`config.mk`:
```
export PLATFORM = sky130hd
export DESIGN_NAME = spi_engine_cmd_sequencer
export DESIGN_NICKNAME = d
export VERILOG_FILES = /design/src/rtl/spi_engine_cmd_sequencer.sv
export SDC_FILE = /design/constraint.sdc
export NUM_CORES = 1
export LEC_CHECK = 0
export CAP_MARGIN = 5
export CORE_ASPECT_RATIO = 1.4
export CORE_MARGIN = 2
export CORE_UTILIZATION = 52
export DETAILED_ROUTE_END_ITERATION = 16
export PLACE_DENSITY = 0.8
export RECOVER_POWER = 100
export SETUP_SLACK_MARGIN = 0.05
export SYNTH_ARGS = -nofsm -noshare
export SYNTH_HDL_FRONTEND = slang
export SYNTH_SLANG_ARGS = --single-unit
```
`constraint.sdc`:
```
create_clock -name clk -period 2.7 [get_ports clk]
set_input_delay 0.405 -clock clk [delete_from_list [all_inputs] [get_ports clk]]
set_output_delay 0.405 -clock clk [all_outputs]
set_load 0.02 [all_outputs]
```
`src/rtl/spi_engine_cmd_sequencer.sv`:
```
// spi_engine_cmd_sequencer: expands one transfer request into the SPI Engine instruction stream,
// skipping config and DLENGTH instructions that the engine already holds.
module spi_engine_cmd_sequencer #(
  parameter int         NUM_CS             = 1,
  parameter logic [7:0] DEFAULT_PRESCALE   = 8'd0,
  parameter logic       DEFAULT_CPOL       = 1'b0,
  parameter logic       DEFAULT_CPHA       = 1'b0,
  parameter logic       DEFAULT_THREE_WIRE = 1'b0
) (
  input  logic        clk,
  input  logic        reset,
  input  logic        req_valid,
  output logic        req_ready,
  input  logic [2:0]  req_cs,
  input  logic [1:0]  req_mode,
  input  logic [7:0]  req_len,
  input  logic [7:0]  req_dlength,
  input  logic [1:0]  req_cs_delay,
  input  logic [7:0]  req_sleep,
  input  logic        cfg_update,
  input  logic [7:0]  cfg_prescale,
  input  logic        cfg_cpol,
  input  logic        cfg_cpha,
  input  logic        cfg_three_wire,
  output logic        cmd_valid,
  input  logic        cmd_ready,
  output logic [15:0] cmd_data,
  output logic        busy,
  output logic [7:0]  last_sync_id
);
  typedef enum logic [3:0] {
    S_IDLE, S_PRESCALE, S_CFG, S_DLEN, S_CS_ON, S_XFER, S_CS_OFF, S_SLEEP, S_SYNC
  } state_t;

  localparam logic [3:0] CS_N = 4'(NUM_CS);

  state_t      r_state, w_nxt;
  logic        r_cmd_valid, r_busy, r_req_ready;
  logic [15:0] r_cmd_data, w_enc;
  logic [7:0]  r_last_id, r_cnt;
  logic        r_dvalid, r_pend, r_stale;
  logic [7:0]  r_dcache;
  logic [7:0]  r_prescale;
  logic        r_cpol, r_cpha, r_3w;
  logic [2:0]  r_cs;
  logic [1:0]  r_mode, r_delay;
  logic [7:0]  r_len, r_dlen, r_sleep;

  logic        w_acc, w_hs, w_pend, w_dmiss;
  logic [2:0]  w_cs, w_idx;
  logic [1:0]  w_mode, w_delay;
  logic [7:0]  w_len, w_dlen, w_sleep, w_prescale, w_mask;
  logic        w_cpol, w_cpha, w_3w;

  // The first instruction is loaded in the accept cycle, so request and config fields are forwarded.
  assign w_acc      = req_valid & r_req_ready;
  assign w_hs       = r_cmd_valid & cmd_ready;
  assign w_cs       = w_acc ? req_cs : r_cs;
  assign w_mode     = w_acc ? req_mode : r_mode;
  assign w_len      = w_acc ? req_len : r_len;
  assign w_dlen     = w_acc ? req_dlength : r_dlen;
  assign w_delay    = w_acc ? req_cs_delay : r_delay;
  assign w_sleep    = w_acc ? req_sleep : r_sleep;
  assign w_prescale = cfg_update ? cfg_prescale : r_prescale;
  assign w_cpol     = cfg_update ? cfg_cpol : r_cpol;
  assign w_cpha     = cfg_update ? cfg_cpha : r_cpha;
  assign w_3w       = cfg_update ? cfg_three_wire : r_3w;
  assign w_pend     = r_pend | cfg_update;
  assign w_dmiss    = !r_dvalid || (r_dcache != w_dlen);
  assign w_idx      = ({1'b0, w_cs} < CS_N) ? w_cs : 3'd0;
  assign w_mask     = ~(8'd1 << w_idx);

  always_comb begin
    w_nxt = S_IDLE;
    case (r_state)
      S_IDLE:     w_nxt = w_pend ? S_PRESCALE : (w_dmiss ? S_DLEN : S_CS_ON);
      S_PRESCALE: w_nxt = S_CFG;
      S_CFG:      w_nxt = w_dmiss ? S_DLEN : S_CS_ON;
      S_DLEN:     w_nxt = S_CS_ON;
      S_CS_ON:    w_nxt = (w_mode == 2'b00) ? S_CS_OFF : S_XFER;
      S_XFER:     w_nxt = S_CS_OFF;
      S_CS_OFF:   w_nxt = (w_sleep != 8'd0) ? S_SLEEP : S_SYNC;
      S_SLEEP:    w_nxt = S_SYNC;
      default:    w_nxt = S_IDLE;
    endcase
  end

  always_comb begin
    w_enc = 16'h0000;
    case (w_nxt)
      S_PRESCALE: w_enc = {8'h20, w_prescale};
      S_CFG:      w_enc = {8'h21, 5'd0, w_3w, w_cpol, w_cpha};
      S_DLEN:     w_enc = {8'h22, w_dlen};
      S_CS_ON:    w_enc = {6'b000100, w_delay, w_mask};
      S_XFER:     w_enc = {6'd0, w_mode, w_len};
      S_CS_OFF:   w_enc = {6'b000100, w_delay, 8'hFF};
      S_SLEEP:    w_enc = {8'h31, w_sleep};
      S_SYNC:     w_enc = {8'h30, r_cnt};
      default:    w_enc = 16'h0000;
    endcase
  end

  always_ff @(posedge clk) begin
    if (reset) begin
      r_state     <= S_IDLE;
      r_cmd_valid <= 1'b0;
      r_cmd_data  <= 16'h0000;
      r_busy      <= 1'b0;
      r_req_ready <= 1'b1;
      r_last_id   <= 8'd0;
      r_cnt       <= 8'd0;
      r_dvalid    <= 1'b0;
      r_dcache    <= 8'd0;
      r_pend      <= 1'b1;
      r_stale     <= 1'b0;
      r_prescale  <= DEFAULT_PRESCALE;
      r_cpol      <= DEFAULT_CPOL;
      r_cpha      <= DEFAULT_CPHA;
      r_3w        <= DEFAULT_THREE_WIRE;
      r_cs        <= 3'd0;
      r_mode      <= 2'd0;
      r_len       <= 8'd0;
      r_dlen      <= 8'd0;
      r_delay     <= 2'd0;
      r_sleep     <= 8'd0;
    end else begin
      if (cfg_update) begin
        r_prescale <= cfg_prescale;
        r_cpol     <= cfg_cpol;
        r_cpha     <= cfg_cpha;
        r_3w       <= cfg_three_wire;
      end
      if (w_acc) begin
        r_cs    <= req_cs;
        r_mode  <= req_mode;
        r_len   <= req_len;
        r_dlen  <= req_dlength;
        r_delay <= req_cs_delay;
        r_sleep <= req_sleep;
      end
      // An update landing while PRESCALE/CFG is in flight must survive the CFG handshake.
      if (w_hs && r_state == S_CFG) begin
        r_pend  <= cfg_update | r_stale;
        r_stale <= 1'b0;
      end else if (cfg_update) begin
        r_pend  <= 1'b1;
        r_stale <= r_stale | (r_state == S_PRESCALE) | (r_state == S_CFG);
      end
      if (w_hs && r_state == S_DLEN) begin
        r_dvalid <= 1'b1;
        r_dcache <= r_dlen;
      end
      if (w_hs && r_state == S_SYNC) begin
        r_last_id <= r_cnt;
        r_cnt     <= r_cnt + 8'd1;
      end
      if (w_acc || w_hs) begin
        r_state     <= w_nxt;
        r_cmd_valid <= (w_nxt != S_IDLE);
        r_cmd_data  <= w_enc;
        r_busy      <= (w_nxt != S_IDLE);
        r_req_ready <= (w_nxt == S_IDLE);
      end
    end
  end

  assign req_ready    = r_req_ready;
  assign cmd_valid    = r_cmd_valid;
  assign cmd_data     = r_cmd_data;
  assign busy         = r_busy;
  assign last_sync_id = r_last_id;
endmodule
```
==> results.txt, run 1 <==
The final setup violation count came out at 0. Setup repair after global routing left no endpoint under its margin. The number of maximum-capacitance violations is 0. The combinational share of power came out at about 20%.

The placeable core region came out at 7270 um2. The placed wire-length estimate after detailed placement came out at 7780 um. The total congestion overflow after global routing is 0. The number of hold violations in the final report was 0. The start-to-end type of the worst setup path is input port to register. After synthesis the netlist holds a flip-flop and latch count of 84. After detailed routing, the met2 layer carries 5130 um of wire. The endpoint of the worst hold path is r_prescale[4]. The standard-cell row count came out at 37. The clock tree buffer depth came out at 2. The count of input and output buffers is 66. Setup slack closes at 0.150 ns. The clock slew at the register clock pins of the worst setup and hold paths is 0.10 ns. The minimum setup slack after placement came out at -0.416 ns.

Grouping stages by cell kind, the critical path spends the most delay in compound AO/OA/AOI/OAI gates. 0 antenna diodes ended up in the layout. The number of synthesis warnings is 0. CTS placed an instance of clkbuf_8 at the clock tree root. The pin count of the biggest net entering global routing is 45. In the post-synthesis netlist, the cell with the most instances is dfxtp_1. The worst-case headroom to the max-slew limit is 45.2%. The number of slew-limit violations in the final report was 0. Dividing the final minimum period by the clock period gives 94.4%. The global-route wire length before repair is 16300 um. By area, the combinational part of the netlist is dominated by simple AND/OR/NAND/NOR gates. The worst path in the final design needs a cycle of approximately 2.5 ns, including I/O delays and setup. The pin slew with the least headroom to its limit came out at 0.822 ns.

The complex-gate fraction of the synthesized area came out at 16.8%. The worst-case register-to-register setup slack came out at 0.19 ns. The leakage power summed over all cells came out at 2.01 nW.

In this run the worst hold path is classified as input port to register. The clock latency of the later-clocked register in the worst-skew pair is 0.36 ns. The data required time at the worst endpoint is 2.97 ns. The post-synthesis share of cell area spent on full adders, half adders and majority gates is less than 1%. The number of antenna violations at the first check in global routing is 0. The worst setup path is launched from an input port.

Net switching is 31.4% of the power. Buffers inserted during clock tree synthesis total 9. dfxtp_1 takes more of the synthesized area than any other cell. The number of nets still failing antenna checks after routing came out at 0. The count of buffer and inverter cells on the critical path came out at 2. The via count of the first global-routing pass came out at 3391. The average detailed-routed wire length per instance is 16.6 um. The width of the die came out at 76.9 um. The maximum clock frequency came out at 392 MHz. The top cell type by area accounts for 43.5% of the synthesized area. The initial standard-cell utilization of the core came out at a little over half. The setup total negative slack came out at 0 ns. The final layout contains 574 nets. Power spread over the standard cell area amounts to 562 nW/um2. The floorplan step defined a die boundary enclosing 8150 um2. The clock tree synthesis step divided the H-tree into 3 levels. The tightest hold path in the finished design has a slack of 0.335 ns. For this design the total switching power over the nets is 882 uW. The violation count after the first detailed-route iteration came out at 275. The clock share of power is between 30% and 40%. Per report_power, the sequential group accounts for about half of the total. The worst IR drop on VDD came out at 0.400 mV. The portion of synthesized area spent on multiplexers is 12.9%. The per-instance average area after synthesis is between 8 and 9 um2.

The total number of vias came out at 3601. The synthesized area is 3870 um2. The cell depth of the worst hold path is 2. The count of pins on the block boundary came out at 74. Across the whole layout, storage elements account for 1680 um2. TritonCTS built the clock tree. Internal power comes to 1.92 mW. The depth of the worst register-to-register path is 8. The launch instance of the worst min-delay path is reset. The number of synthesized flops with an enable pin came out at 0. The global-route usage over all layers is 25.3%. The total setup buffers inserted after CTS is 0. The critical path's largest stage delay is 0.58 ns.

Signal routing reaches up to met4. The multi-input combinational cell area came out at 2070 um2. The post-layout utilization of the core is 68.8%. The fraction of the yosys area taken by sequential cells is between 40% and 50%.

The die boundary height came out at between 100 and 150 um. The share of flip-flops with an asynchronous set or reset after synthesis is 0%. The run finished with clean final reports. The most used flip-flop cell after synthesis is dfxtp_1. The clock skew after layout came out at 0.0129 ns. The first detailed-routing pass ran for 5 iterations. The hold buffer count at CTS is 0. The weighted congestion reported at the end of routability-driven placement is between 0.9 and 1. The final-layout fill cell count is between 600 and 700. Data on the critical path arrives at its endpoint at 2.82 ns.

For this block, wires on met1 add up to 4240 um. Counting every instance in the synthesized netlist gives around 440. The worst register-to-register path begins at req_ready. By area the synthesized netlist is led by dfxtp_1 43%, mux2i_1 13%, nor2_1 8.1%, nand2_1 3.3%, a21oi_1 2.1%.

The DRC violation count after routing is 0. Using the TritonRoute via totals, the vias-per-cell ratio works out to 5.73. The kind of end point of the critical path is a register.

The fraction of final layout cells with drive strength greater than 1 is between 10% and 20%. The final layout contains routed wiring with a total length of about 10000 um. Summing the areas of all xor and xnor instances in the mapped netlist gives 2.26% of the synthesized area.

By count the netlist is led by 84 x dfxtp_1, 83 x nor2_1, 50 x mux2i_1. Traced cell by cell, the critical path runs through clkdlybuf4s50_1 -> inv_1 -> a222oi_1 -> o221ai_1 -> or4_4 -> o31ai_4 -> nand2_4 -> a311oi_1. The detailed route wirelength on metal3 is approximately 580 um. Counting every sink on the clock net gives 84.

The basic-gate share of the synthesized area counting and, or, nand and nor cells is between 15 and 20%. On the critical path, the stage with the largest delay is an instance of or4_4. The worst flop-to-flop path endpoint is cmd_data[12]. The layout overhead on the synthesized area is 29.2%. The highest net fanout along the worst path is 5. The unique cell type count in the Yosys netlist is 61.
## power by group through the flow
stage	combinational, mW	clock (mW)	sequential (mW)
2_1_floorplan	0.316	0	1.39
3_3_place_gp	0.559	0	1.38
3_5_place_dp	0.572	0	1.38
4_1_cts	0.576	0.882	1.35
5_1_grt	0.616	0.932	1.36
6_report	0.572	0.881	1.35
## cell type report
| type | count | area share, % |
|---|---|---|
| clock inverters | 7 | 1.58 |
| multi-input cells | 321 | 41.4 |
| flip-flops and latches | 84 | 33.7 |
| well taps | 97 | 2.43 |
| repair buffers | 104 | 18.0 |
| clock buffers | 9 | 2.48 |
| inverters | 6 | 0.451 |
## metal layers
metal  track usage, %  vias up
met2             43.2      137
met1             30.1     1690
li1                 -     1735
met3             4.16       39
met5                0        -
met4             14.0        0
## metrics by stage
| stage | instance area [um2] | instances | total power [mW] |
|---|---|---|---|
| after CTS | 5010 | 627 | 2.81 |
| after floorplan | 3880 | 439 | 1.71 |
| after detailed placement | 4800 | 611 | 1.95 |
| final | 5000 | 628 | 2.81 |
| after global placement | 4800 | 611 | 1.94 |
| after global routing | 5000 | 628 | 2.91 |
## sequential cells by signal, summed over array words and instances, names as in the netlist
signal,flops
r_mode,2
r_delay,2
r_dvalid,1
req_ready,1
r_cpol,1
r_prescale,8
busy,1
last_sync_id,8
r_cpha,1
r_pend,1
r_dcache,8
r_cnt,8
r_3w,1
r_len,8
cmd_data,12
r_stale,1
r_dlen,8
r_sleep,8
r_state,4
## worst reg2reg max path, delay by kind of cell, from the launching register on
| kind | cells | cell delay (ns) |
|---|---|---|
| AOI/OAI and AO/OA | 5 | 1.21 |
| and+or+nand+nor | 2 | 0.71 |
| DFF | 1 | 0.34 |
| buffers and inverters | 1 | 0.16 |
## cell families after synthesis
| logic type | count (synthesis) |
|---|---|
| xor+xnor | 10 |
| other cells | 1 |
| flops | 84 |
| mux | 50 |
| compound gates | 86 |
| buf+inv | 35 |
| simple gates | 169 |
| fa+ha+maj | 1 |
## how the worst max path moves through the flow
stage	from	to	slack, ns	depth (start not counted)
3_3_place_gp	req_valid	cmd_data[5]	-0.30	8
3_5_place_dp	req_valid	cmd_data[5]	-0.42	9
6_report	req_dlength[0]	cmd_data[12]	0.15	8
2_1_floorplan	req_ready	cmd_data[7]	0.30	8
4_1_cts	req_valid	cmd_data[9]	0.06	9
5_1_grt	req_dlength[0]	cmd_data[12]	0.04	8
## placed cells by master, fill, tap and decap left out, drive strengths merged, types with 4 or more instances in the layout
cell / n
clkbuf: 22
nor4: 6
nand2: 36
conb: 4
a22oi: 9
a21oi: 16
mux2i: 50
nor2: 83
a31oi: 4
inv: 8
xor2: 7
o221ai: 6
nor2b: 7
o22ai: 4
nand2b: 4
nor3: 6
clkdlybuf4s50: 39
dfxtp: 84
a221oi: 4
and3: 4
buf: 26
o21ai: 9
clkinv: 5
nand3: 8
a211oi: 5
dlygate4sd3: 25
a32oi: 5
## timing repair
item / 4_1_cts / 5_1_grt
cloned: 0 / 1
endpoints found under the setup margin: 5 / 15
resized for setup: 2 / 10
pin swaps: 0 / 6
No activity file was read; power rests on OpenSTA's default activity.
==> run 2, diff against run 1 <==
Settings changed: ABC_AREA set to 0.
==> results of run 2 <==
Final layout, timing and power as in run 1 (identical DEF).
==> run 3, diff against run 2 <==
Settings changed: CELL_PAD_IN_SITES_DETAIL_PLACEMENT set to 1, CELL_PAD_IN_SITES_GLOBAL_PLACEMENT set to 2, CORE_UTILIZATION 52 to 31, PLACE_DENSITY 0.8 to not set, PLACE_DENSITY_LB_ADDON set to 0.1.
==> run 3 against run 2 <==
Net effect:
- die area increased by 64%
- flip-flop and latch count unchanged
- largest cell class unchanged
- via count down 1.6%
- critical path type unchanged
- global-route usage shrank 6.3 points
- highest routed layer unchanged
- first-iteration DRC count is 66% lower
- clock-buffer cell count grew 1
==> results.txt, run 3 (synthesis results as in run 1) <==
Run status: complete, no violations (unchanged). The number of maximum-capacitance violations is 0 (unchanged). The placeable core region is 12300 um2 (was 7270 um2). The pin slew with the least headroom to its limit is 0.801 ns (was 0.822 ns). The initial standard-cell utilization of the core is 31.6% (was 53.2%). Chain of cells forming the critical path: clkdlybuf4s50_1 -> inv_1 -> a2111oi_0 -> a211oi_1 -> or4_4 -> o31ai_4 -> buf_4 -> nand2_2 -> a32oi_1 (was clkdlybuf4s50_1 -> inv_1 -> a222oi_1 -> o221ai_1 -> or4_4 -> o31ai_4 -> nand2_4 -> a311oi_1). The placed wire-length estimate after detailed placement is 9440 um (was 7780 um). The layout overhead on the synthesized area was 33.2% (was 29.2%). Commonest cells after routing, fill and taps aside: 83 x nor2_1, 83 x dfxtp_1, 50 x mux2i_1, 38 x clkdlybuf4s50_1, 34 x nand2_1 (was 84 x dfxtp_1, 83 x nor2_1, 50 x mux2i_1, 39 x clkdlybuf4s50_1, 34 x nand2_1). The startpoint of the most critical register-to-register path was req_ready (unchanged). The number of nets at the end of the flow is 574 (unchanged). The via count of the first global-routing pass came to 3812 (was 3391). The clock buffer count from CTS is 9 (unchanged). The minimum setup slack after placement came to -0.436 ns (was -0.416 ns). The number of slew-limit violations in the final report is 0 (unchanged). The total congestion overflow after global routing is 0 (unchanged).

The CTS tree is done (unchanged). The cell depth of the worst hold path is 2 (unchanged). The violation count after the first detailed-route iteration came to 94 (was 275). The maximum clock frequency came out at 404 MHz (was 392 MHz). The tightest hold margin was 0.321 ns (was 0.335 ns). The number of flip-flops under the largest register name came out at 12 (unchanged). The weighted congestion reported at the end of routability-driven placement came out at 0.868 (was 0.931).

The total number of vias is 3544 (was 3601). The class of the tightest hold or removal check is input port to register (unchanged). The worst flop-to-flop path endpoint is cmd_data[3] (was cmd_data[12]). The leakage power summed over all cells came out at 2.07 nW (was 2.01 nW). The total design power is 3.21 mW (was 2.81 mW). The hold buffer count at CTS came out at 0 (unchanged). The endpoint of the worst hold path is r_prescale[1] (was r_prescale[4]). The critical path's largest stage delay came out at 0.50 ns (was 0.58 ns).

The routed via count divided by cell count was 5.20 (was 5.73). The number of detailed-route iterations in the first pass came to 4 (was 5). The final non-filler cell area was 5150 um2 (was 5000 um2). The global-route usage over all layers is 19.0% (was 25.3%). The clock tree buffer depth is 2 (unchanged). The width of the die is 98.4 um (was 76.9 um). The power density over cell area came to 623 nW/um2 (was 562 nW/um2). The worst setup margin came out at 0.222 ns (was 0.150 ns). The start-to-end type of the worst setup path is input port to register (unchanged). The average detailed-routed wire length per instance is 18.0 um (was 16.6 um). The number of nets still failing antenna checks after routing is 0 (unchanged). The worst IR drop on VDD is 0.271 mV (was 0.400 mV).

The number of antenna violations at the first check in global routing came out at 0 (unchanged). The worst path arrival time came to 2.74 ns (was 2.82 ns). The data required time at the worst endpoint came out at 2.97 ns (about the same). The die boundary height was 136 um (was 106 um). The kind of end point of the critical path is a register (unchanged). The dominant delay contributor by cell family on the critical path is compound AO/OA/AOI/OAI gates (unchanged). The number of inserted diodes is 0 (unchanged). The final worst-path cycle share came out at 91.8% (was 94.4%). The DRC violation count after routing is 0 (unchanged). The final setup violation count came out at 0 (unchanged). The pin count of the biggest net entering global routing came out at 35 (was 45). The depth of the worst register-to-register path came out at 10 (was 8). The clock latency of the later-clocked register in the worst-skew pair is 0.35 ns (was 0.36 ns). The clock slew at the register clock pins of the worst setup and hold paths was 0.06 ns (was 0.10 ns). The number of hold violations in the final report came to 0 (unchanged). The highest net fanout along the worst path came out at 4 (was 5). The cell count after placement is 663 (was 611). The library cell used as clock root buffer is clkbuf_16 (was clkbuf_8).

Setup repair after global routing missed its margin: false (unchanged). The launch instance of the worst min-delay path is reset (unchanged). The count of pins on the block boundary is 74 (unchanged). The fraction of final layout cells with drive strength greater than 1 was 10.4% (was 10.5%). The total wire length was 12300 um (was 10400 um).

The clock skew after layout came to 0.00842 ns (was 0.0129 ns). The number of sinks on the clock net came out at 84 (unchanged). The count of buffer and inverter cells on the critical path came to 3 (was 2). The global-route wire length before repair came out at 19900 um (was 16300 um). The master of the slowest instance on the critical path is or4_4 (unchanged). The count of input and output buffers came out at 66 (unchanged). The number of levels the H-tree was split into was 3 (unchanged). The startpoint class of the critical path was an input port (unchanged). The die outline area came out at 13400 um2 (was 8150 um2). The final instance count without filler cells was 681 (was 628). The standard-cell row count came to 48 (was 37). The cell area after placement came to 4860 um2 (was 4800 um2). The worst-case register-to-register setup slack came out at 0.24 ns (was 0.19 ns). The final critical path time including I/O delays and setup came out at 2.48 ns (was 2.55 ns). The worst-case headroom to the max-slew limit was 46.6% (was 45.2%).
-- run 3: changes by cell type in the layout (fill, tap and decap cells not counted), moves of 2 or more --
cell | previous run | this run
clkinv_8 | 2 | 0
clkbuf_16 | 0 | 9
clkinvlp_4 | 0 | 2
clkinv_4 | 3 | 1
clkbuf_8 | 9 | 0
-- run 3: final cells by class --
| class | instances | area, um2 |
|---|---|---|
| clock buffers | 10 | 229 |
| clock inverters | 6 | 71.3 |
| fillers | 1462 | 7100 |
| inverters | 6 | 22.5 |
| multi-input cells | 321 | 2060 |
| flip-flops and latches | 84 | 1680 |
| well taps | 150 | 188 |
| repair buffers | 104 | 901 |
-- run 3: how the worst max path moves through the flow --
stage                               from           to  slack (ns)  cells after the start
after detailed placement       req_valid  cmd_data[5]       -0.44                      9
final                     req_dlength[1]  cmd_data[3]        0.22                      9
after global routing           req_ready  cmd_data[3]        0.05                     10
after floorplan                req_ready  cmd_data[7]        0.30                      8
after global placement         req_valid  cmd_data[7]       -0.34                      9
after CTS                 req_dlength[0]  cmd_data[9]        0.10                      8
-- run 3: metrics by stage --
stage	utilization, %	TNS [ns]
2_1_floorplan	-	0
3_3_place_gp	39.7	-4.19
3_5_place_dp	39.7	-4.90
4_1_cts	42.3	0
5_1_grt	42.1	0
6_report	42.1	0
-- run 3: repair_timing --
| action | CTS | global route |
|---|---|---|
| pin swaps | 3 | 5 |
| setup endpoints to repair | 10 | 8 |
| cloned | 1 | 0 |
| resized for setup | 6 | 4 |
| setup buffers | 1 | 0 |
-- run 3: power breakdown --
part | switching, mW | internal, mW
clock | 0.534 | 0.725
combinational | 0.332 | 0.262
sequential | 0.0481 | 1.31
-- run 3: layer usage --
metal | routed length, um | vias up | global-route usage [%]
li1 | - | 1742 | -
met3 | 531 | 22 | 3.70
met1 | 5240 | 1704 | 23.0
met5 | 0 | - | 0
met4 | 410 | 0 | 8.68
met2 | 6100 | 76 | 32.5
